--- config.mk ---
export PLATFORM = sky130hd
export DESIGN_NAME = axi_read_arbiter
export DESIGN_NICKNAME = d
export VERILOG_FILES = /design/src/rtl/axi_arb_pkg.sv /design/src/rtl/rr_pick.sv /design/src/rtl/axi_read_arbiter.sv
export SDC_FILE = /design/constraint.sdc
export NUM_CORES = 1
export LEC_CHECK = 0
export CORE_AREA = 2 2 216 218
export DETAILED_ROUTE_END_ITERATION = 10
export DIE_AREA = 0 0 218 220
export PLACE_DENSITY = 0.38
export SLEW_MARGIN = 0
export SYNTH_ARGS = -nofsm -noshare
export SYNTH_HDL_FRONTEND = slang
export SYNTH_SLANG_ARGS = --single-unit
--- constraint.sdc ---
create_clock -name clk -period 1.95 [get_ports clk]
set_input_delay 0.4875 -clock clk [delete_from_list [all_inputs] [get_ports clk]]
set_output_delay 0.4875 -clock clk [all_outputs]
set_load 0.03 [all_outputs]
--- src/rtl/axi_arb_pkg.sv ---
// Shared types and constants for the AXI read arbiter.
package axi_arb_pkg;

  localparam int unsigned AXI_LEN_W = 8;

  typedef enum logic [1:0] {
    IDLE,
    ADDR,
    DATA
  } arb_state_t;

  typedef enum logic [1:0] {
    BURST_FIXED = 2'b00,
    BURST_INCR  = 2'b01,
    BURST_WRAP  = 2'b10
  } axi_burst_t;

endpackage

--- src/rtl/rr_pick.sv ---
// Combinational round-robin picker: first set request at or after ptr, with wrap.
module rr_pick #(
  parameter int unsigned NUM_REQ = 2,
  parameter int unsigned IDX_W   = $clog2(NUM_REQ)
) (
  input  logic [NUM_REQ-1:0] req,
  input  logic [IDX_W-1:0]   ptr,
  output logic [IDX_W-1:0]   gnt_idx,
  output logic               any
);

  logic             found;
  logic [IDX_W-1:0] k;

  // Scan upward from ptr, keeping the first hit.
  always_comb begin
    gnt_idx = '0;
    found   = 1'b0;
    k       = '0;
    for (int unsigned i = 0; i < NUM_REQ; i++) begin
      k = IDX_W'((32'(ptr) + i) % NUM_REQ);
      if (!found && req[k]) begin
        found   = 1'b1;
        gnt_idx = k;
      end
    end
  end

  assign any = |req;

endmodule

--- src/rtl/axi_read_arbiter.sv ---
// Round-robin arbiter sharing one AXI4 read master between NUM_REQ requesters,
// one burst outstanding at a time, with burst-length checking.
module axi_read_arbiter
  import axi_arb_pkg::*;
#(
  parameter int unsigned NUM_REQ    = 2,
  parameter int unsigned ID_WIDTH   = 13,
  parameter int unsigned ADDR_WIDTH = 64,
  parameter int unsigned DATA_WIDTH = 64
) (
  input  logic                                   clk,
  input  logic                                   reset_n,
  input  logic [NUM_REQ-1:0][ID_WIDTH-1:0]       s_arid,
  input  logic [NUM_REQ-1:0][ADDR_WIDTH-1:0]     s_araddr,
  input  logic [NUM_REQ-1:0][AXI_LEN_W-1:0]      s_arlen,
  input  logic [NUM_REQ-1:0][2:0]                s_arsize,
  input  logic [NUM_REQ-1:0][1:0]                s_arburst,
  input  logic [NUM_REQ-1:0]                     s_arlock,
  input  logic [NUM_REQ-1:0][3:0]                s_arcache,
  input  logic [NUM_REQ-1:0][2:0]                s_arprot,
  input  logic [NUM_REQ-1:0]                     s_arvalid,
  output logic [NUM_REQ-1:0]                     s_arready,
  output logic [NUM_REQ-1:0][ID_WIDTH-1:0]       s_rid,
  output logic [NUM_REQ-1:0][DATA_WIDTH-1:0]     s_rdata,
  output logic [NUM_REQ-1:0][1:0]                s_rresp,
  output logic [NUM_REQ-1:0]                     s_rlast,
  output logic [NUM_REQ-1:0]                     s_rvalid,
  input  logic [NUM_REQ-1:0]                     s_rready,
  output logic [ID_WIDTH-1:0]                    m_axi_arid,
  output logic [ADDR_WIDTH-1:0]                  m_axi_araddr,
  output logic [AXI_LEN_W-1:0]                   m_axi_arlen,
  output logic [2:0]                             m_axi_arsize,
  output logic [1:0]                             m_axi_arburst,
  output logic                                   m_axi_arlock,
  output logic [3:0]                             m_axi_arcache,
  output logic [2:0]                             m_axi_arprot,
  output logic                                   m_axi_arvalid,
  input  logic                                   m_axi_arready,
  input  logic [ID_WIDTH-1:0]                    m_axi_rid,
  input  logic [DATA_WIDTH-1:0]                  m_axi_rdata,
  input  logic [1:0]                             m_axi_rresp,
  input  logic                                   m_axi_rlast,
  input  logic                                   m_axi_rvalid,
  output logic                                   m_axi_rready,
  output logic [$clog2(NUM_REQ)-1:0]             grant,
  output logic                                   busy,
  output logic                                   len_err
);

  localparam int unsigned IDX_W = $clog2(NUM_REQ);

  arb_state_t           state_q, state_d;
  logic [IDX_W-1:0]     grant_q;
  logic [IDX_W-1:0]     rr_ptr;
  logic [IDX_W-1:0]     ptr_inc;
  logic [IDX_W-1:0]     pick_idx;
  logic                 pick_any;
  logic [AXI_LEN_W-1:0] exp_len;
  logic [AXI_LEN_W-1:0] beat_cnt;
  logic                 ar_hs;
  logic                 r_hs;

  rr_pick #(
    .NUM_REQ (NUM_REQ),
    .IDX_W   (IDX_W)
  ) u_pick (
    .req     (s_arvalid),
    .ptr     (rr_ptr),
    .gnt_idx (pick_idx),
    .any     (pick_any)
  );

  // R payload is broadcast; only s_rvalid selects the owner.
  assign s_rid   = {NUM_REQ{m_axi_rid}};
  assign s_rdata = {NUM_REQ{m_axi_rdata}};
  assign s_rresp = {NUM_REQ{m_axi_rresp}};
  assign s_rlast = {NUM_REQ{m_axi_rlast}};

  assign grant   = grant_q;
  assign busy    = (state_q != IDLE);
  assign ar_hs   = (state_q == ADDR) && s_arvalid[grant_q] && m_axi_arready;
  assign r_hs    = (state_q == DATA) && m_axi_rvalid && s_rready[grant_q];
  assign ptr_inc = (grant_q == IDX_W'(NUM_REQ - 1)) ? '0 : grant_q + IDX_W'(1);

  // State register.
  always_ff @(posedge clk or negedge reset_n) begin
    if (!reset_n) state_q <= IDLE;
    else          state_q <= state_d;
  end

  // Next state plus AR/R routing through the granted requester.
  always_comb begin
    state_d       = state_q;
    m_axi_arid    = '0;
    m_axi_araddr  = '0;
    m_axi_arlen   = '0;
    m_axi_arsize  = '0;
    m_axi_arburst = '0;
    m_axi_arlock  = 1'b0;
    m_axi_arcache = '0;
    m_axi_arprot  = '0;
    m_axi_arvalid = 1'b0;
    m_axi_rready  = 1'b0;
    s_arready     = '0;
    s_rvalid      = '0;
    unique case (state_q)
      IDLE: begin
        if (pick_any) state_d = ADDR;
      end
      ADDR: begin
        m_axi_arid         = s_arid[grant_q];
        m_axi_araddr       = s_araddr[grant_q];
        m_axi_arlen        = s_arlen[grant_q];
        m_axi_arsize       = s_arsize[grant_q];
        m_axi_arburst      = s_arburst[grant_q];
        m_axi_arlock       = s_arlock[grant_q];
        m_axi_arcache      = s_arcache[grant_q];
        m_axi_arprot       = s_arprot[grant_q];
        m_axi_arvalid      = s_arvalid[grant_q];
        s_arready[grant_q] = m_axi_arready;
        if (!s_arvalid[grant_q]) state_d = IDLE;
        else if (m_axi_arready)  state_d = DATA;
      end
      DATA: begin
        s_rvalid[grant_q] = m_axi_rvalid;
        m_axi_rready      = s_rready[grant_q];
        if (r_hs && m_axi_rlast) state_d = IDLE;
      end
      default: state_d = IDLE;
    endcase
  end

  // Grant, round-robin pointer, beat counting and sticky length error.
  always_ff @(posedge clk or negedge reset_n) begin
    if (!reset_n) begin
      grant_q  <= '0;
      rr_ptr   <= '0;
      exp_len  <= '0;
      beat_cnt <= '0;
      len_err  <= 1'b0;
    end else begin
      if ((state_q == IDLE) && pick_any) grant_q <= pick_idx;
      if (ar_hs) begin
        exp_len  <= s_arlen[grant_q];
        beat_cnt <= '0;
      end
      if (r_hs) begin
        beat_cnt <= beat_cnt + AXI_LEN_W'(1);
        if (m_axi_rlast) begin
          if (beat_cnt != exp_len) len_err <= 1'b1;
          rr_ptr <= ptr_inc;
        end else if (beat_cnt == exp_len) begin
          len_err <= 1'b1;
        end
      end
    end
  end

endmodule

# ---- Yosys cells after proc, flatten, opt, wreduce, memory -nomap -nowiden
# Index checks and enable logic that the tools add are counted.
dict set report totals {
  reg_bits 21
  input_bits 284
  output_inout_bits 267
  word_cells 92
}
dict set report classes {
  add_sub_neg 3
  order_cmp 4
  eq_ne 8
  mux 52
  n_bitwise 2
  n_reduce_logical 17
}
# operator count
set ops {}
lappend ops {{64-bit two-way mux} 3}
lappend ops {{8-bit two-way mux} 5}
lappend ops {{13-bit two-way mux} 3}
lappend ops {{1-bit two-way mux} 21}
lappend ops {{2-bit two-way mux} 9}
lappend ops {{3-bit two-way mux} 6}
lappend ops {{4-bit two-way mux} 3}
lappend ops {{8-bit by 1-bit adder with 8-bit output, second input constant} 1}
lappend ops {{8-bit equality test} 1}
lappend ops {{1-bit logical AND} 8}
lappend ops {{8-bit != test} 1}
lappend ops {{1-bit by 2-bit < comparator with 1-bit output, second input constant} 3}
lappend ops {{2-bit one-hot mux with 3 select lines} 1}
lappend ops {{3-bit AND reduction} 2}
lappend ops {{2-bit nonzero test} 3}
lappend ops {{2-bit AND} 2}
lappend ops {{2-bit by 1-bit != test with 1-bit output, second input constant} 2}
lappend ops {{3-bit != test, second input constant} 1}
lappend ops {{1-bit adder, second input constant} 2}
lappend ops {{2-bit by 1-bit equality test with 1-bit output, second input constant} 1}
lappend ops {{2-bit equality test, second input constant} 1}
lappend ops {{2-bit zero test} 1}
lappend ops {{2-bit != test, second input constant} 1}
lappend ops {{2-bit AND reduction} 1}
lappend ops {{4 further kinds} 4}

# ---- Longest topological paths before layout
dict set report depth {
  ltp_word 6
  ltp_mapped 6
  depth_no_buf 4
}

# ---- By module
# A second synthesis with hierarchy kept.
dict set report unflattened {
  hier_cells 495
  area_unflattened_um2 3751.1
}
# mod instances cells_per_inst area_per_inst_um2 seq_area_each_um2
set by_module_without_submodules {}
lappend by_module_without_submodules {axi_read_arbiter 1 492 3733.6 525.5}
lappend by_module_without_submodules {rr_pick 1 3 17.5 0.0}

# ---- Least setup slack after synthesis
# OpenSTA, ideal clock, no wires.
dict set report synth_timing {
  kind {register to output}
  start {reg grant_q, in the netlist grant}
  end {out m_axi_araddr[0]}
  arrival_ns 1.752
  required_ns 1.462
  slack_ns -0.289
  path_stages_with_launch 6
  n_path_buf 3
  cell_sequence {dfrtp_1 buf_6 clkbuf_1 buf_2 mux2i_1 nor2_1}
}
dict set report synth_between {
  elab_chain_cells 3
}
# element line_no
set synth_lines {}
lappend synth_lines {{from (decl)} axi_read_arbiter.sv:53} ;# logic [IDX_W-1:0] grant_q;
lappend synth_lines {{from (signal assigned)} axi_read_arbiter.sv:142} ;# if ((state_q == IDLE) && pick_any) grant_q <= pick_idx;
lappend synth_lines {{64-bit two-way mux (implied by the code) (2 in series)} axi_read_arbiter.sv:112} ;# m_axi_araddr = s_araddr[grant_q];
lappend synth_lines {{64-bit two-way mux} axi_read_arbiter.sv:106} ;# unique case (state_q)
lappend synth_lines {{to (decl)} axi_read_arbiter.sv:30} ;# output logic [ADDR_WIDTH-1:0] m_axi_araddr,
# No other way between the ends. The select of a mux whose other input is x is not followed.

# ---- Worst setup path in the final report
dict set report layout_timing {
  start {reg grant_q, in the netlist grant}
  end {out m_axi_arprot[0]}
}
dict set report layout_between {
  elab_chain_cells 3
}
# element line_no
set layout_lines {}
lappend layout_lines {{3-bit two-way mux (implied by the code) (2 in series)} axi_read_arbiter.sv:118} ;# m_axi_arprot = s_arprot[grant_q];
lappend layout_lines {{3-bit two-way mux} axi_read_arbiter.sv:106}
lappend layout_lines {{to (decl)} axi_read_arbiter.sv:36} ;# output logic [2:0] m_axi_arprot,
# No other way between the ends. The select of a mux whose other input is x is not followed.

==> flow_metrics.py <==
metrics = {
    "critical_path": {
        "crit_chain": "buf_6 > buf_12 > buf_16 > mux2i_2 > nor2_2 > buf_12",
        "critPathLaunchType": "flip-flop",
        "crit_fanout": 9,
        "path_common_cell": "buf_12",
        "cp_num_buf_inv": 4,
        "cp.required_ns": 1.46,
        "crit_family": "buffers and inverters",
        "end_kind": "output pin",
        "crit_type": "reg2out",
        "worst-endpoint-arrival_ns": 1.67,
        "critPathMaxStageDelay_ns": 0.48,
        "cp_slowest_cell": "dfrtp_4",
    },
    "detailed_routing": {
        "drt-initial-drc-count": 72,
        "vias": 3792,
        "first_pass_iters": 4,
        "routed_wl_um": 17670,
        "drc": 0,
        "avgRoutedWirePerCell_um": 13.91,
        "ant_nets": 0,
        "drt-vias-per-instance": 2.986,
    },
    "clock_network": {
        "numCtsBuffers": 3,
        "root_buffer": "clkbuf_16",
        "cts_hold_buf": 0,
        "cts_tree": "yes",
        "clockBufferDepth": 2,
        "cts_num_sinks": 21,
        "path_clk_slew_ns": 0.06,
        "clock_latency_ns": 0.26,
        "htreeDepth": 1,
    },
    "worst_hold_path": {
        "holdCritPathClass": "reg2reg",
    },
    "global_route": {
        "grt_usage_pct": 6.555,
        "overflow": 0,
        "grt_pass1_wl_um": 23560,
        "grt_pass1_vias": 3752,
        "antenna_found_initial": 1,
        "grt_max_degree": 37,
    },
    "timing": {
        "fin_worst_skew_ns": 0.001488,
        "hold_violations": 0,
        "slew_violations": 0,
        "relSlewSlack_pct": 78.36,
        "setup_ws_ns": -0.2099,
        "grt_setup_unrepaired": "true",
        "setup_violations": 102,
        "period_share_pct": 110.8,
        "fmax_mhz": 463.0,
        "tightest_slew_ns": 0.3247,
        "period_minus_slack_ns": 2.160,
        "fin_tns_setup_ns": -13.12,
    },
    "placement": {
        "dp_hpwl_um": 14980,
        "place_ws_ns": -0.5340,
        "place_area_um2": 6748,
        "io_buffers": 313,
        "dpl.cell_count": 1258,
        "place.gp.congestion": 0.7024,
    },
    "final_layout": {
        "stdcell_count": 1270,
        "drive_gt1_share_pct": 42.68,
        "antenna_cells": 0,
        "finish.instance_area_um2": 7298,
        "nets": 949,
        "syn_to_final_growth_pct": 95.80,
        "fillers": 5224,
    },
    "run_status": {
        "violations": "setup timing",
        "outcome": "finished, violations left",
    },
    "logic_synthesis": {
        "yosysWarnings": 0,
        "synthArstFlopShare_pct": 100.0,
        "synth_edf_count": 0,
        "syn-num-nets": 772,
        "avgSynthCellArea_um2": 7.654,
        "ys_seq_area_share_pct": 14.10,
        "ys_types": 34,
        "ys_seq_elements": 21,
        "syn_inst": 487,
        "synth-main-ff-cell": "dfrtp_1",
        "synthesis.area_um2": 3727,
    },
    "power_and_ir_drop": {
        "peakVddDrop_mv": 0.5542,
        "power_density_nw_per_um2": 1358,
        "p_leak_uw": 0.002959,
    },
    "flow_run": {
        "max_cap_viol_count": 0,
    },
    "die": {
        "dieArea_um2": 47960,
        "core-area_um2": 45860,
        "pin_count": 551,
        "die_w_um": 218,
        "start_util_pct": 8.127,
        "row_count": 79,
        "die_h_um": 220,
    },
}
synthesized netlist by cell type, types with 4 or more instances:
cell | count | area share, %
buf_4 | 160 | 32
nor2_1 | 107 | 11
mux2i_1 | 102 | 27
dfrtp_1 | 21 | 14
clkbuf_1 | 14 | 1.4
nand2_1 | 14 | 1.4
o21ai_0 | 11 | 1.5
buf_2 | 10 | 1.3
xnor2_1 | 8 | 1.9
nand4_1 | 6 | 1.0
nand3_1 | 4 | 0.54
kinds of logic (layout without fill, tap and decap cells):
kind of cell    after synthesis  count (layout)  share of synthesized area, %
buf+inv                     188             364                         35.78
flops                        21              21                         14.10
compound gates               18              18                         2.820
fa+ha+maj                     1               1                        0.3356
xor+xnor                     10              10                         2.350
simple gates                145             145                         16.42
mux                         104             104                         28.20
final cells by class:
cell class	count	area [um^2]	share of cell area [%]
flip-flops and latches	21	529.3	7.252
clock buffers	3	75.07	1.029
multi-input cells	278	2262	31.00
inverters	2	7.507	0.1029
repair buffers	358	3660	50.15
well taps	607	759.5	10.41
clock inverters	1	5.005	0.06858
repair_timing:
item                       4_1_cts  5_1_grt
resized for setup               40       63
setup endpoints to repair      105      103
pin swaps                        3        4
setup buffers                    3        3
gates cloned                     2        0
layer usage:
metal	vias to the layer above	share of wire [%]	GRT usage, %
met5	-	0.068	0
met4	2	1.4	1.202
met3	16	13	3.478
met2	317	55	12.81
met1	1669	31	5.976
li1	1788	-	-
placed cells by master, fill, tap and decap left out, drive strengths merged:
master	netlist	routed
o211ai	1	1
dlygate4sd2	0	2
and2	2	2
ha	1	1
dlymetal6s2s	0	1
nor3b	1	1
clkdlybuf4s50	0	203
xor2	2	2
dfrtp	21	21
a21o	1	1
and4	1	1
o21ai	11	11
nand3b	1	1
clkbuf	14	3
o31ai	2	2
inv	2	2
nor2	107	107
nor4	1	1
mux2	2	2
buf	172	152
xnor2	8	8
nand2	14	14
a211o	1	1
clkinv	0	1
nand4	6	6
and3	3	3
nor2b	1	1
mux2i	102	102
nand2b	2	2
a21oi	1	1
nand3	4	4
a31oi	1	1
or2	2	2
through the flow:
step / total power (uW) / utilization [%] / hold slack, ns
6_report: 9913 / 15.91 / 0.4841
5_1_grt: 10480 / 15.91 / 0.5089
4_1_cts: 9605 / 15.33 / 0.4824
3_5_place_dp: 8667 / 14.71 / 0.4699
3_3_place_gp: 8710 / 14.71 / 0.4583
2_1_floorplan: 5977 / - / 0.1919
state kept, by name, summed over array words and instances (netlist names):
register,count
beat_cnt,8
exp_len,8
state_q,2
grant,1
len_err,1
rr_ptr,1
where the power goes:
group,internal (uW),switching [uW],leakage (uW)
combinational,4040,4700,0.00265
sequential,592,135,0.000271
clock,276,170,0.0000409
path summary, 6_finish.rpt:
path | depth (start not counted) | slack (ns) | end | startpoint
max in group asynchronous | 2 | 1.10 | grant$_DFFE_PN0P_ | reset_n
max | 6 | -0.21 | m_axi_arprot[0] | grant$_DFFE_PN0P_
min | 1 | 0.48 | len_err$_DFFE_PN0P_ | len_err$_DFFE_PN0P_
min reg2reg | 1 | 0.48 | len_err$_DFFE_PN0P_ | len_err$_DFFE_PN0P_
max reg2reg | 7 | 0.04 | rr_ptr$_DFFE_PN0P_ | grant$_DFFE_PN0P_
min in group asynchronous | 2 | 0.59 | len_err$_DFFE_PN0P_ | reset_n
(Power assumes the default switching activity.)
